===== config.mk =====
export PLATFORM = sky130hd
export DESIGN_NAME = sweep_controller
export DESIGN_NICKNAME = d
export VERILOG_FILES = /design/src/rtl/sweep_controller.sv
export SDC_FILE = /design/constraint.sdc
export NUM_CORES = 1
export LEC_CHECK = 0
export ABC_AREA = 0
export CAP_MARGIN = 20
export CORE_AREA = 2 2 109 217
export CTS_CLUSTER_DIAMETER = 80
export DETAILED_ROUTE_END_ITERATION = 10
export DIE_AREA = 0 0 111 219
export PLACE_DENSITY = 0.7
export SYNTH_ARGS = -nofsm -noshare
export SYNTH_HDL_FRONTEND = slang
export SYNTH_SLANG_ARGS = --single-unit

===== constraint.sdc =====
create_clock -name aclk -period 7.92 [get_ports aclk]
set_input_delay 1.188 -clock aclk [delete_from_list [all_inputs] [get_ports aclk]]
set_output_delay 1.188 -clock aclk [all_outputs]
set_load 0.01 [all_outputs]

===== src/rtl/sweep_controller.sv =====
// sweep_controller: runs a multi-sweep frequency scan by gating the point sequencer's
// active-low reset, counting completed points from falling edges of the accumulator
// trigger, and supervising progress with a stall watchdog.
//
// Ports:
//   aclk, rst            clock; asynchronous active-low reset
//   start, abort         single-cycle control requests (abort wins over start)
//   num_points           points per sweep (0 = immediate empty sweep)
//   num_sweeps           sweeps per run (0 = continuous until abort)
//   timeout              watchdog limit in RUN cycles (0 = disabled)
//   accumulator_trigger  sequencer trigger; falling edge = point finished
//   seq_rst              active-low reset to the sequencer
//   point_index          points completed in the current sweep
//   sweep_index          sweeps completed in the current run
//   point_done           one-cycle pulse per completed point
//   sweep_done           one-cycle pulse per completed sweep
//   busy                 run in progress
//   error                sticky watchdog flag, cleared by the next accepted start
module sweep_controller #(
   parameter int unsigned ARM_CYCLES = 4,
   parameter int unsigned SWEEP_W    = 16
) (
   input  logic               aclk,
   input  logic               rst,
   input  logic               start,
   input  logic               abort,
   input  logic [31:0]        num_points,
   input  logic [SWEEP_W-1:0] num_sweeps,
   input  logic [31:0]        timeout,
   input  logic               accumulator_trigger,
   output logic               seq_rst,
   output logic [31:0]        point_index,
   output logic [SWEEP_W-1:0] sweep_index,
   output logic               point_done,
   output logic               sweep_done,
   output logic               busy,
   output logic               error
);

   typedef enum logic [2:0] {StIdle, StArm, StRun, StGap, StErr} state_e;

   localparam logic [7:0] ArmLast = 8'(ARM_CYCLES - 1);

   state_e             state_q, state_d;
   logic               seq_rst_q, seq_rst_d;
   logic [31:0]        point_index_q, point_index_d;
   logic [SWEEP_W-1:0] sweep_index_q, sweep_index_d;
   logic               point_done_q, point_done_d;
   logic               sweep_done_q, sweep_done_d;
   logic               busy_q, busy_d;
   logic               error_q, error_d;
   logic               acc_q, acc_d;
   logic [7:0]         arm_cnt_q, arm_cnt_d;
   logic [31:0]        wdog_cnt_q, wdog_cnt_d;
   logic [31:0]        num_points_q, num_points_d;
   logic [SWEEP_W-1:0] num_sweeps_q, num_sweeps_d;
   logic [31:0]        timeout_q, timeout_d;

   logic               fall;
   logic [SWEEP_W-1:0] sweep_next;

   assign fall       = (state_q == StRun) & acc_q & ~accumulator_trigger;
   assign sweep_next = sweep_index_q + SWEEP_W'(1);

   always_comb begin
      state_d       = state_q;
      seq_rst_d     = seq_rst_q;
      point_index_d = point_index_q;
      sweep_index_d = sweep_index_q;
      point_done_d  = 1'b0;
      sweep_done_d  = 1'b0;
      busy_d        = busy_q;
      error_d       = error_q;
      acc_d         = 1'b0;   // edge history only survives inside RUN
      arm_cnt_d     = arm_cnt_q;
      wdog_cnt_d    = wdog_cnt_q;
      num_points_d  = num_points_q;
      num_sweeps_d  = num_sweeps_q;
      timeout_d     = timeout_q;

      if (abort) begin
         // Counters and error are kept for readback; no completion pulses.
         state_d   = StIdle;
         seq_rst_d = 1'b0;
         busy_d    = 1'b0;
      end else begin
         unique case (state_q)
            StIdle, StErr: begin
               seq_rst_d = 1'b0;
               if (start) begin
                  num_points_d  = num_points;
                  num_sweeps_d  = num_sweeps;
                  timeout_d     = timeout;
                  point_index_d = '0;
                  sweep_index_d = '0;
                  error_d       = 1'b0;
                  arm_cnt_d     = '0;
                  wdog_cnt_d    = '0;
                  if (num_points == '0) begin
                     // Empty sweep: report completion without touching the sequencer.
                     sweep_done_d = 1'b1;
                     busy_d       = 1'b0;
                     state_d      = StIdle;
                  end else begin
                     busy_d  = 1'b1;
                     state_d = StArm;
                  end
               end
            end
            StArm, StGap: begin
               seq_rst_d     = 1'b0;
               point_index_d = '0;
               wdog_cnt_d    = '0;
               if (arm_cnt_q == ArmLast) begin
                  arm_cnt_d = '0;
                  seq_rst_d = 1'b1;
                  state_d   = StRun;
               end else begin
                  arm_cnt_d = arm_cnt_q + 8'd1;
               end
            end
            StRun: begin
               acc_d = accumulator_trigger;
               // A fall takes precedence over a watchdog expiry in the same cycle.
               if (fall) begin
                  point_done_d  = 1'b1;
                  point_index_d = point_index_q + 32'd1;
                  wdog_cnt_d    = '0;
                  if (point_index_q == num_points_q - 32'd1) begin
                     sweep_done_d  = 1'b1;
                     sweep_index_d = sweep_next;
                     seq_rst_d     = 1'b0;
                     arm_cnt_d     = '0;
                     if ((num_sweeps_q != '0) && (sweep_next == num_sweeps_q)) begin
                        state_d = StIdle;
                        busy_d  = 1'b0;
                     end else begin
                        state_d = StGap;
                     end
                  end
               end else if ((timeout_q != '0) && (wdog_cnt_q == timeout_q - 32'd1)) begin
                  state_d   = StErr;
                  seq_rst_d = 1'b0;
                  error_d   = 1'b1;
                  busy_d    = 1'b0;
               end else begin
                  wdog_cnt_d = wdog_cnt_q + 32'd1;
               end
            end
            default: begin
               state_d   = StIdle;
               seq_rst_d = 1'b0;
               busy_d    = 1'b0;
            end
         endcase
      end
   end

   always_ff @(posedge aclk or negedge rst) begin
      if (!rst) begin
         state_q       <= StIdle;
         seq_rst_q     <= 1'b0;
         point_index_q <= '0;
         sweep_index_q <= '0;
         point_done_q  <= 1'b0;
         sweep_done_q  <= 1'b0;
         busy_q        <= 1'b0;
         error_q       <= 1'b0;
         acc_q         <= 1'b0;
         arm_cnt_q     <= '0;
         wdog_cnt_q    <= '0;
         num_points_q  <= '0;
         num_sweeps_q  <= '0;
         timeout_q     <= '0;
      end else begin
         state_q       <= state_d;
         seq_rst_q     <= seq_rst_d;
         point_index_q <= point_index_d;
         sweep_index_q <= sweep_index_d;
         point_done_q  <= point_done_d;
         sweep_done_q  <= sweep_done_d;
         busy_q        <= busy_d;
         error_q       <= error_d;
         acc_q         <= acc_d;
         arm_cnt_q     <= arm_cnt_d;
         wdog_cnt_q    <= wdog_cnt_d;
         num_points_q  <= num_points_d;
         num_sweeps_q  <= num_sweeps_d;
         timeout_q     <= timeout_d;
      end
   end

   assign seq_rst     = seq_rst_q;
   assign point_index = point_index_q;
   assign sweep_index = sweep_index_q;
   assign point_done  = point_done_q;
   assign sweep_done  = sweep_done_q;
   assign busy        = busy_q;
   assign error       = error_q;

endmodule


Word level (Yosys, flattened, before mapping)
Cells that the tools add are included.
W data, S select, Z words.

storage, ports and cells
  input port bits = 85
  flip-flop bits (word level) = 177
  output and inout bits = 53

cells by class
  equality and inequality tests = 20
  multiplexer cells = 52
  bitwise operators = 4
  add/subtract/negate cells = 6
  reduce and logical (&&, ||, !) cells = 19

operators with widths
  kind                     number
  $pmux W32 S3             2
  $mux W32                 4
  $add A32 B1 Y32 const B  2
  $eq A32 B32 Y1           2
  $sub A32 B1 Y32 const B  2
  $mux W16                 3
  $logic_not A32 Y1        1
  $mux W8                  4
  $pmux W16 S2             1
  $reduce_bool A32 Y1      1
  $mux W1                  25
  $pmux W8 S3              1
  $reduce_and A5 Y1        4
  $mux W3                  6
  $add A16 B1 Y16 const B  1
  $eq A16 B16 Y1           1
  $reduce_bool A16 Y1      1
  $ne A4 B3 Y1 const B     3
  $reduce_and A4 Y1        3
  $ne A3 B3 Y1 const B     3
  $pmux W3 S3              1
  $add A8 B1 Y8 const B    1
  $eq A8 B2 Y1 const B     1
  $ne A2 B2 Y1 const B     4
  other kinds (16)         24

Logic depth before layout (Yosys ltp)
Gate-level depths: netlist (run 1).

  depth in word-level cells = 8
  mapped depth = 14
  depth with buffers taken out = 11

Worst setup path after synthesis (run 1)
No wires, ideal clock.

  path kind = input to register
  from = input start
  to = register point_index_q[31], in the netlist point_index[31]
  arrival time = 3.622 ns
  buffers on the path = 0
  setup slack = 4.166 ns
  cell stages on the path = 9
  required time = 7.788 ns
  cells stage by stage = or3b_2 a221o_1 nor4_1 nor2b_1 and3_1 nor2b_1 and4_1 xnor2_1 nor2_1

between the ends
  longest elaborated chain between the ends = 2

ends and longest elaborated chain
  what                                line  RTL
  from (decl)                         25    input logic start,
  $ne A2 B2 Y1 (no source line)       --
  $reduce_and A4 Y1 (no source line)  --
  to (signal assigned)                178   point_index_q <= point_index_d;
  to (decl)                           46    logic [31:0] point_index_q, point_index_d;

Every way passes these cells.
A chain may end at the register's enable or synchronous reset.

Worst setup path in the final report (run 1)
Ends and elaborated chain as after synthesis.

==> flow_summary.toml, run 1 <==
[clock_tree]
htree_levels = 4
tritoncts = "done"
postCtsSetupBuffers = 0
cts_buffers = 17
hold_buffers = 0
clkSinkCount = 177
insertion_delay_ns = 0.46
clockRootBuffer = "clkbuf_16"
post_cts_resized = 0
clk_pin_slew_worst_paths_ns = 0.07
cts_buffer_depth = 2

[yosys]
synthTopCellsByCount = "dfrtp_1 (177), nor2_1 (96), nand2_1 (95), mux2_2 (73), xnor2_1 (71)"
synth_top_cell_area_share = 0.396
synth_seq_area_share = 0.396
synth_most_common_cell = "dfrtp_1"
synth_nets = 1287
async_flop_share = 1.00
ys_seq_elements = 177
ys.flop_type = "dfrtp_1"
synthesis.area_um2 = 11200
synth.area.top_cells = "dfrtp_1 (40%), mux2_2 (7.3%), xnor2_1 (5.6%)"
yosysTopAreaCell = "dfrtp_1"
synth_edf_count = 0
ys_types = 79
syn_area_per_cell_um2 = 9.35
ys.warnings.count = 0
netlist_instances = 1196

[final_layout]
finalInstanceArea_um2 = 13300
nNetsFinal = 1393
area_growth_pct = 19.0
final.fill_count = 2023
drive_gt1_frac = 0.107
diodes = 0

[timing]
setup_viol = 0
rsz0062_at_grt = "false"
relSlewSlack = 0.320
finClkSkew_ns = 0.00737
fin_crit_ns = 4.57
drv_slew = 0
worstMarginPinSlew_ns = 1.02
setup_tns_ns = 0
finalHoldViolCount = 0
max_freq_mhz = 219
period_share = 0.577

[placed_design]
port_buffers = 137
dpl.hpwl_um = 23800
gp_congestion = 0.920
placed_area_um2 = 12700

[worst_setup_path]
r2r-start = "timeout_q[2]"
crit_buf_inv = 2
rr_endpoint = "wdog_cnt_q[12]"
critPathMostFrequentCell = "nor2b_1"
critPathArrivalTime_ns = 4.91
cp_num_cells = 11
timing_worst_setup_path_type = "in2reg"
cp.required_ns = 8.25
start_kind = "primary input"
crit_chain = "clkdlybuf4s50_1, or3b_2, a221o_1, buf_4, nor4_1, nor2b_1, and3_1, nor2b_1, and4_1, xnor2_1, nor2_1"
critPathLaunch = "start"
endpoint = "point_index[31]"
cp_max_fo = 33
max_stage_delay_ns = 0.74
ff2ff_path_depth = 9
critical_path.slowest_cell = "nor4_1"
rrSetupSlack_ns = 3.50
crit_family = "simple AND/OR/NAND/NOR gates"
critPathCaptureType = "flop"

[drt]
ant_nets = 0
vias_per_cell = 6.17
drt_iter0_drc = 398
vias = 9841
remaining_drc_errors = 0
drt-total-wl_um = 31500
wire_per_inst_um = 19.8
first_pass_iters = 5

[floorplan]
rows = 78
core-area_um2 = 22500
dieArea_um2 = 24300
die_y_um = 219
pin_count = 138
die_w_um = 111
start_util = 0.496

[global_routing]
first_global_vias = 9993
track_usage = 0.266
grt-ovfl-total = 0
antenna_found_initial = 0
grt_max_degree = 70
grt_pass1_wl_um = 51300

[run_status]
status = "completed"

[power]
powerDensity_nw_per_um2 = 281
ir_worst_vdd_uv = 187
leakagePower_nw = 5.21

[job]
max_cap_viol_count = 0

[worst_hold_path]
hp-class = "reg2reg"
hold_start = "arm_cnt_q[7]"
==> layer usage <==
metal	up-vias	share of wire	track usage
met5	-	0	0
met1	4859	0.35	0.268
met2	247	0.56	0.511
met4	0	0.054	0.158
met3	92	0.032	0.0381
li1	4643	-	-
==> worst register-to-register path: stages, from the launching register on <==
cell and delay (ns):
dfrtp_1 0.47, nor4_1 0.65, nand2_1 0.41, nor3_1 0.59, mux2i_1 0.26, nor3_1 0.10
nor4_1 0.50, and3_1 0.95, o311ai_0 0.24, o41ai_1 0.12
==> kinds of logic (layout without fill, tap and decap cells) <==
family          Yosys count  count (layout)  share of synthesized area
simple gates            498             498                      0.244
compound gates          221             221                      0.137
flops                   177             177                      0.396
xor+xnor                128             128                      0.102
mux                      86              86                     0.0851
buf+inv                  80             198                     0.0302
fa+ha+maj                 6               6                    0.00671
==> sequential cells by signal, summed over array words and instances, names as in the netlist, 3 cells and up <==
name	cells
state_q	3
point_index	32
sweep_index	16
arm_cnt_q	8
wdog_cnt_q	32
num_sweeps_q	16
timeout_q	32
num_points_q	32
==> worst min-delay path by stage <==
stage | to | slack, ns | cells after the start
after global routing | arm_cnt_q[7] | 0.52 | 1
after global placement | arm_cnt_q[7] | 0.47 | 1
after detailed placement | arm_cnt_q[7] | 0.47 | 1
after floorplan | arm_cnt_q[7] | 0.45 | 1
final | arm_cnt_q[7] | 0.49 | 1
after CTS | arm_cnt_q[7] | 0.49 | 1
==> report_power, final <==
| group | switching, W | internal (W) | total [W] |
|---|---|---|---|
| combinational | 0.000722 | 0.000657 | 0.00138 |
| clock | 0.000380 | 0.000449 | 0.000829 |
| sequential | 0.000402 | 0.00113 | 0.00153 |
==> final cells by class <==
type	instances	area, um2	area share
clock buffer	20	457	0.0343
timing repair buffer	149	1480	0.111
inverter	18	67.6	0.00508
tap	280	350	0.0263
multi-input combinational	939	6430	0.483
sequential	177	4430	0.333
clock inverter	11	106	0.00799
==> cell usage in the layout, fill, tap and decap left out, types with 6 or more instances in the layout <==
master	n
a21o_1	8
a21oi_1	37
a22oi_1	6
a31oi_1	12
and3_1	22
and4_1	11
buf_4	11
clkbuf_16	17
clkdlybuf4s50_1	136
dfrtp_1	177
ha_1	6
inv_1	18
mux2_2	73
mux2i_1	13
nand2_1	95
nand2b_1	30
nand3_1	47
nand3b_1	8
nand4_1	31
nor2_1	94
nor2b_1	11
nor3_1	35
nor4_1	41
o211ai_1	6
o21ai_0	54
o22a_1	7
o311ai_0	10
o31ai_1	13
o41ai_1	9
or3_1	17
or4_1	15
xnor2_1	71
xor2_1	56
==> per-stage QoR <==
stage / util / cells / hold WS [ns] / setup slack (ns) / power [W]
finish: 0.591 / 1594 / 0.494 / 3.35 / 0.00374
global route: 0.591 / 1594 / 0.522 / 2.96 / 0.00398
CTS: 0.590 / 1593 / 0.492 / 3.41 / 0.00375
detailed placement: 0.565 / 1562 / 0.475 / 2.94 / 0.00291
global placement: 0.565 / 1562 / 0.468 / 2.99 / 0.00287
floorplan: - / 1196 / 0.446 / 4.17 / 0.00249
Note: power is estimated with default switching activity, not from simulation.
==> run 2, diff against run 1 <==
Clock period 7.92 ns to 4.5 ns, I/O delays scaled along.
==> flow_summary.toml, run 2 (synthesis gave the netlist of run 1 again) <==
[clock_tree]
postCtsSetupBuffers = 0
hold_buffers = 0
clkSinkCount = 177
clockRootBuffer = "clkbuf_16"
clk_pin_slew_worst_paths_ns = 0.07
post_cts_resized = 0
tritoncts = "done"
cts_buffers = 17
insertion_delay_ns = 0.46
htree_levels = 4
cts_buffer_depth = 2

[drt]
met2_wirelength_um = 17800
drt_iter0_drc = 452
vias = 9902
wl_met3_um = 1210
first_pass_iters = 5
remaining_drc_errors = 0
vias_per_cell = 6.15
dr.max_layer_used = "met4"
wire_per_inst_um = 19.6
met1_length_um = 11200
drt-total-wl_um = 31600
ant_nets = 0

[worst_setup_path]
critPathArrivalTime_ns = 4.62
crit_chain = "nor4_4, nand2_1, or3_1, a2111oi_0, nand4_1, a2111oi_2, nand4_1, nand2_1, a32o_1"
max_stage_delay_ns = 0.63
cp.required_ns = 4.89
cp_max_fo = 8
critical_path.slowest_cell = "a2111oi_0"
r2r-start = "timeout_q[4]"
critPathCaptureType = "flop"
start_kind = "flop"
critPathLaunch = "timeout_q[4]"
timing_worst_setup_path_type = "reg2reg"

[floorplan]
start_util = 0.496
rows = 78
core-area_um2 = 22500
die_y_um = 219
pin_count = 138
dieArea_um2 = 24300
die_w_um = 111

[final_layout]
mostFrequentLayoutCells = "dfrtp_1 (177), clkdlybuf4s50_1 (136), nand2_1 (95), nor2_1 (94), mux2_2 (73)"
final.fill_count = 1990
final_common_cell = "dfrtp_1"
final-seq-area_um2 = 4430
drive_gt1_frac = 0.117
area_growth_pct = 20.1
nNetsFinal = 1407
multi_input_area_um2 = 6430
finalInstanceArea_um2 = 13400
final_util = 0.596

[run_status]
status = "completed"

[global_routing]
grt_max_degree = 77
track_usage = 0.266
grt-ovfl-total = 0
antenna_found_initial = 1
grt_pass1_wl_um = 51600
first_global_vias = 10298

[timing]
setup_viol = 0
relSlewSlack = 0.362
fin_crit_ns = 4.23
rsz0062_at_grt = "false"
finalHoldViolCount = 0
worst_slack_ns = 0.274
max_freq_mhz = 237
drv_slew = 0
setup_tns_ns = 0
worstMarginPinSlew_ns = 0.948
period_share = 0.939
finClkSkew_ns = 0.00833

[power]
leakagePower_nw = 5.30
ir_worst_vdd_uv = 365
p_total_w = 0.00660
powerDensity_nw_per_um2 = 491

[placed_design]
dpl.hpwl_um = 24100
placed_area_um2 = 12900
gp_congestion = 0.932
port_buffers = 137
pre_cts_ws_ns = 0.175

[worst_hold_path]
hp-class = "in2async"

[job]
max_cap_viol_count = 0
-- run 2: changes by cell type in the layout (fill, tap and decap cells not counted), moves of 2 or more --
cell	delta
clkinv_2	+3
buf_12	+2
clkinvlp_4	-3
buf_4	+12
-- run 2: area by class of cell --
type                            count  area share
Antenna cell                        1    0.000186
Clock buffer                       20      0.0332
Clock inverter                     12     0.00801
Inverter                           18     0.00503
Multi-Input combinational cell    939       0.478
Sequential cell                   177       0.330
Tap cell                          280      0.0261
Timing Repair Buffer              163       0.119
-- run 2: metrics by stage --
| step | hold slack, ns | cells |
|---|---|---|
| after floorplan | 0.379 | 1196 |
| after global placement | 0.467 | 1577 |
| after detailed placement | 0.482 | 1577 |
| after CTS | 0.249 | 1609 |
| after global routing | 0.278 | 1610 |
| final | 0.216 | 1610 |
-- run 2: per-layer routing --
layer / GRT usage / vias to the layer above
met5: 0 / -
met4: 0.150 / 0
met3: 0.0492 / 78
met2: 0.515 / 250
met1: 0.262 / 4892
li1: - / 4682
-- run 2: report_power, final --
group	switching, W	leakage [nW]	internal, W
logic	0.00131	2.72	0.00118
clock network	0.000657	0.278	0.000777
registers	0.000691	2.30	0.00199
-- run 2: worst max-delay path: cells and delay by family (launching register included) --
kind / cells / cell delay (ns)
AND/OR/NAND/NOR: 6 / 2.32
AO/OA/AOI/OAI: 3 / 1.34
flip-flops: 1 / 0.48
-- run 2: final timing paths --
| path | to | slack [ns] | depth (start not counted) |
|---|---|---|---|
| setup / recovery | wdog_cnt_q[1] | 0.27 | 9 |
| hold / removal | timeout_q[24] | 0.22 | 1 |
| setup reg to reg | wdog_cnt_q[1] | 0.27 | 9 |
| hold reg to reg | arm_cnt_q[7] | 0.50 | 1 |
| max in group asynchronous | timeout_q[8] | 3.29 | 2 |
| min in group aclk | arm_cnt_q[7] | 0.50 | 1 |
==> run 3, diff against run 2 <==
Settings changed: CELL_PAD_IN_SITES_DETAIL_PLACEMENT from default to 0, CELL_PAD_IN_SITES_GLOBAL_PLACEMENT from default to 2, CORE_AREA 2 2 109 217 to 2 2 130 258, DIE_AREA 0 0 111 219 to 0 0 132 260, PLACE_DENSITY 0.7 to 0.77.
==> flow_summary.toml, run 3 (synthesis gave the netlist of run 1 again) <==
[run_status]
status = "completed"

[power]
ir_worst_vdd_uv = 315
p_total_w = 0.00677
switching_share = 0.407
power_frac_clock = 0.230
power.internal_w = 0.00401
powerDensity_nw_per_um2 = 495
p_sw_w = 0.00275
leakagePower_nw = 5.33
seq_power_share = 0.398
combPwrFrac = 0.372

[drt]
drt-total-wl_um = 35400
remaining_drc_errors = 0
wire_per_inst_um = 20.1
vias = 9803
vias_per_cell = 5.57
first_pass_iters = 5
drt_iter0_drc = 475
ant_nets = 0

[floorplan]
start_util = 0.347
core-area_um2 = 32200
dieArea_um2 = 34300
pin_count = 138
die_w_um = 132
rows = 93
die_y_um = 260

[final_layout]
mostFrequentLayoutCells = "dfrtp_1 (177), clkdlybuf4s50_1 (136), nand2_1 (95), nor2_1 (94), mux2_2 (73)"
nNetsFinal = 1412
final.fill_count = 3235
area_growth_pct = 22.3
drive_gt1_frac = 0.123
diodes = 0
final_common_cell = "dfrtp_1"
final_util = 0.424

[timing]
whs_ns = 0.236
worstMarginPinSlew_ns = 1.02
setup_tns_ns = 0
finClkSkew_ns = 0.00705
relSlewSlack = 0.315
finalHoldViolCount = 0
period_share = 0.914
setup_viol = 0
rsz0062_at_grt = "false"
drv_slew = 0
max_freq_mhz = 243
fin_crit_ns = 4.11

[worst_setup_path]
start_kind = "flop"
cp.required_ns = 4.90
cp_max_fo = 8
critPathArrivalTime_ns = 4.51
timing_worst_setup_path_type = "reg2reg"
critPathCaptureType = "flop"

[job]
max_cap_viol_count = 0

[global_routing]
first_global_vias = 10043
grt_max_degree = 84
grt_pass1_wl_um = 55500
track_usage = 0.208
grt-ovfl-total = 0
antenna_found_initial = 0

[clock_tree]
insertion_delay_ns = 0.46
htree_levels = 4
clockRootBuffer = "clkbuf_16"
hold_buffers = 0
cts_buffer_depth = 2
postCtsSetupBuffers = 0
clkSinkCount = 177
tritoncts = "done"
clk_pin_slew_worst_paths_ns = 0.07
cts_buffers = 17
post_cts_resized = 1

[placed_design]
port_buffers = 137
dpl.hpwl_um = 27000
gp_congestion = 0.847

[worst_hold_path]
hp-class = "in2async"
run 3: cell count changes in the layout (fill, tap and decap cells not counted), sizes merged:
| cell | before | now |
|---|---|---|
| bufinv | 1 | 2 |
| diode | 1 | 0 |
| inv | 20 | 22 |
| clkinv | 9 | 7 |
| buf | 27 | 31 |
| clkbuf | 20 | 19 |
| clkinvlp | 0 | 1 |
run 3: path summary, 6_finish.rpt:
kind                               from               to  slack, ns  cells past startpoint
min in group aclk          arm_cnt_q[7]     arm_cnt_q[7]       0.49                      1
min reg2reg                arm_cnt_q[7]     arm_cnt_q[7]       0.49                      1
max                        timeout_q[4]   wdog_cnt_q[27]       0.39                      9
max in group asynchronous           rst   wdog_cnt_q[24]       3.24                      2
max reg2reg                timeout_q[4]   wdog_cnt_q[27]       0.39                      9
min                                 rst  point_index[18]       0.24                      1
run 3: worst max-delay path, cell delays in order (launching register included):
cell       delay [ns]
dfrtp_1          0.47
nor4_4           0.53
nand2_1          0.36
or3_1            0.45
a2111oi_2        0.48
nand4_1          0.33
a2111oi_2        0.54
nand4_1          0.40
nand2_1          0.33
a21o_1           0.15
run 3: per-stage QoR:
stage	instances	instance area [um2]	worst slack [ns]
final	1761	13700	0.386
after global routing	1761	13700	0.0626
after floorplan	1196	11200	1.11
after detailed placement	1729	13100	-0.151
after global placement	1729	13100	-0.122
after CTS	1761	13700	0.00994
run 3: cell type report:
type,count,area [um2],share of cell area
multi-input combinational,939,6430,0.470
timing repair buffer,168,1620,0.118
inverter,18,67.6,0.00494
sequential,177,4430,0.324
clock buffer,18,439,0.0321
tap,427,534,0.0391
clock inverter,14,155,0.0113
run 3: power groups by stage:
stage	Combinational, W	Sequential, W	Clock, W
finish	0.00252	0.00269	0.00155
global route	0.00278	0.00278	0.00165
CTS	0.00254	0.00271	0.00160
detailed placement	0.00252	0.00273	0
global placement	0.00250	0.00272	0
floorplan	0.00200	0.00238	0
run 3: routing by layer:
layer / GRT usage / vias up / share of wire
met5: 0 / - / 0
met4: 0.104 / 0 / 0.043
met3: 0.0363 / 66 / 0.030
met2: 0.414 / 183 / 0.57
met1: 0.202 / 4873 / 0.35
li1: - / 4681 / -
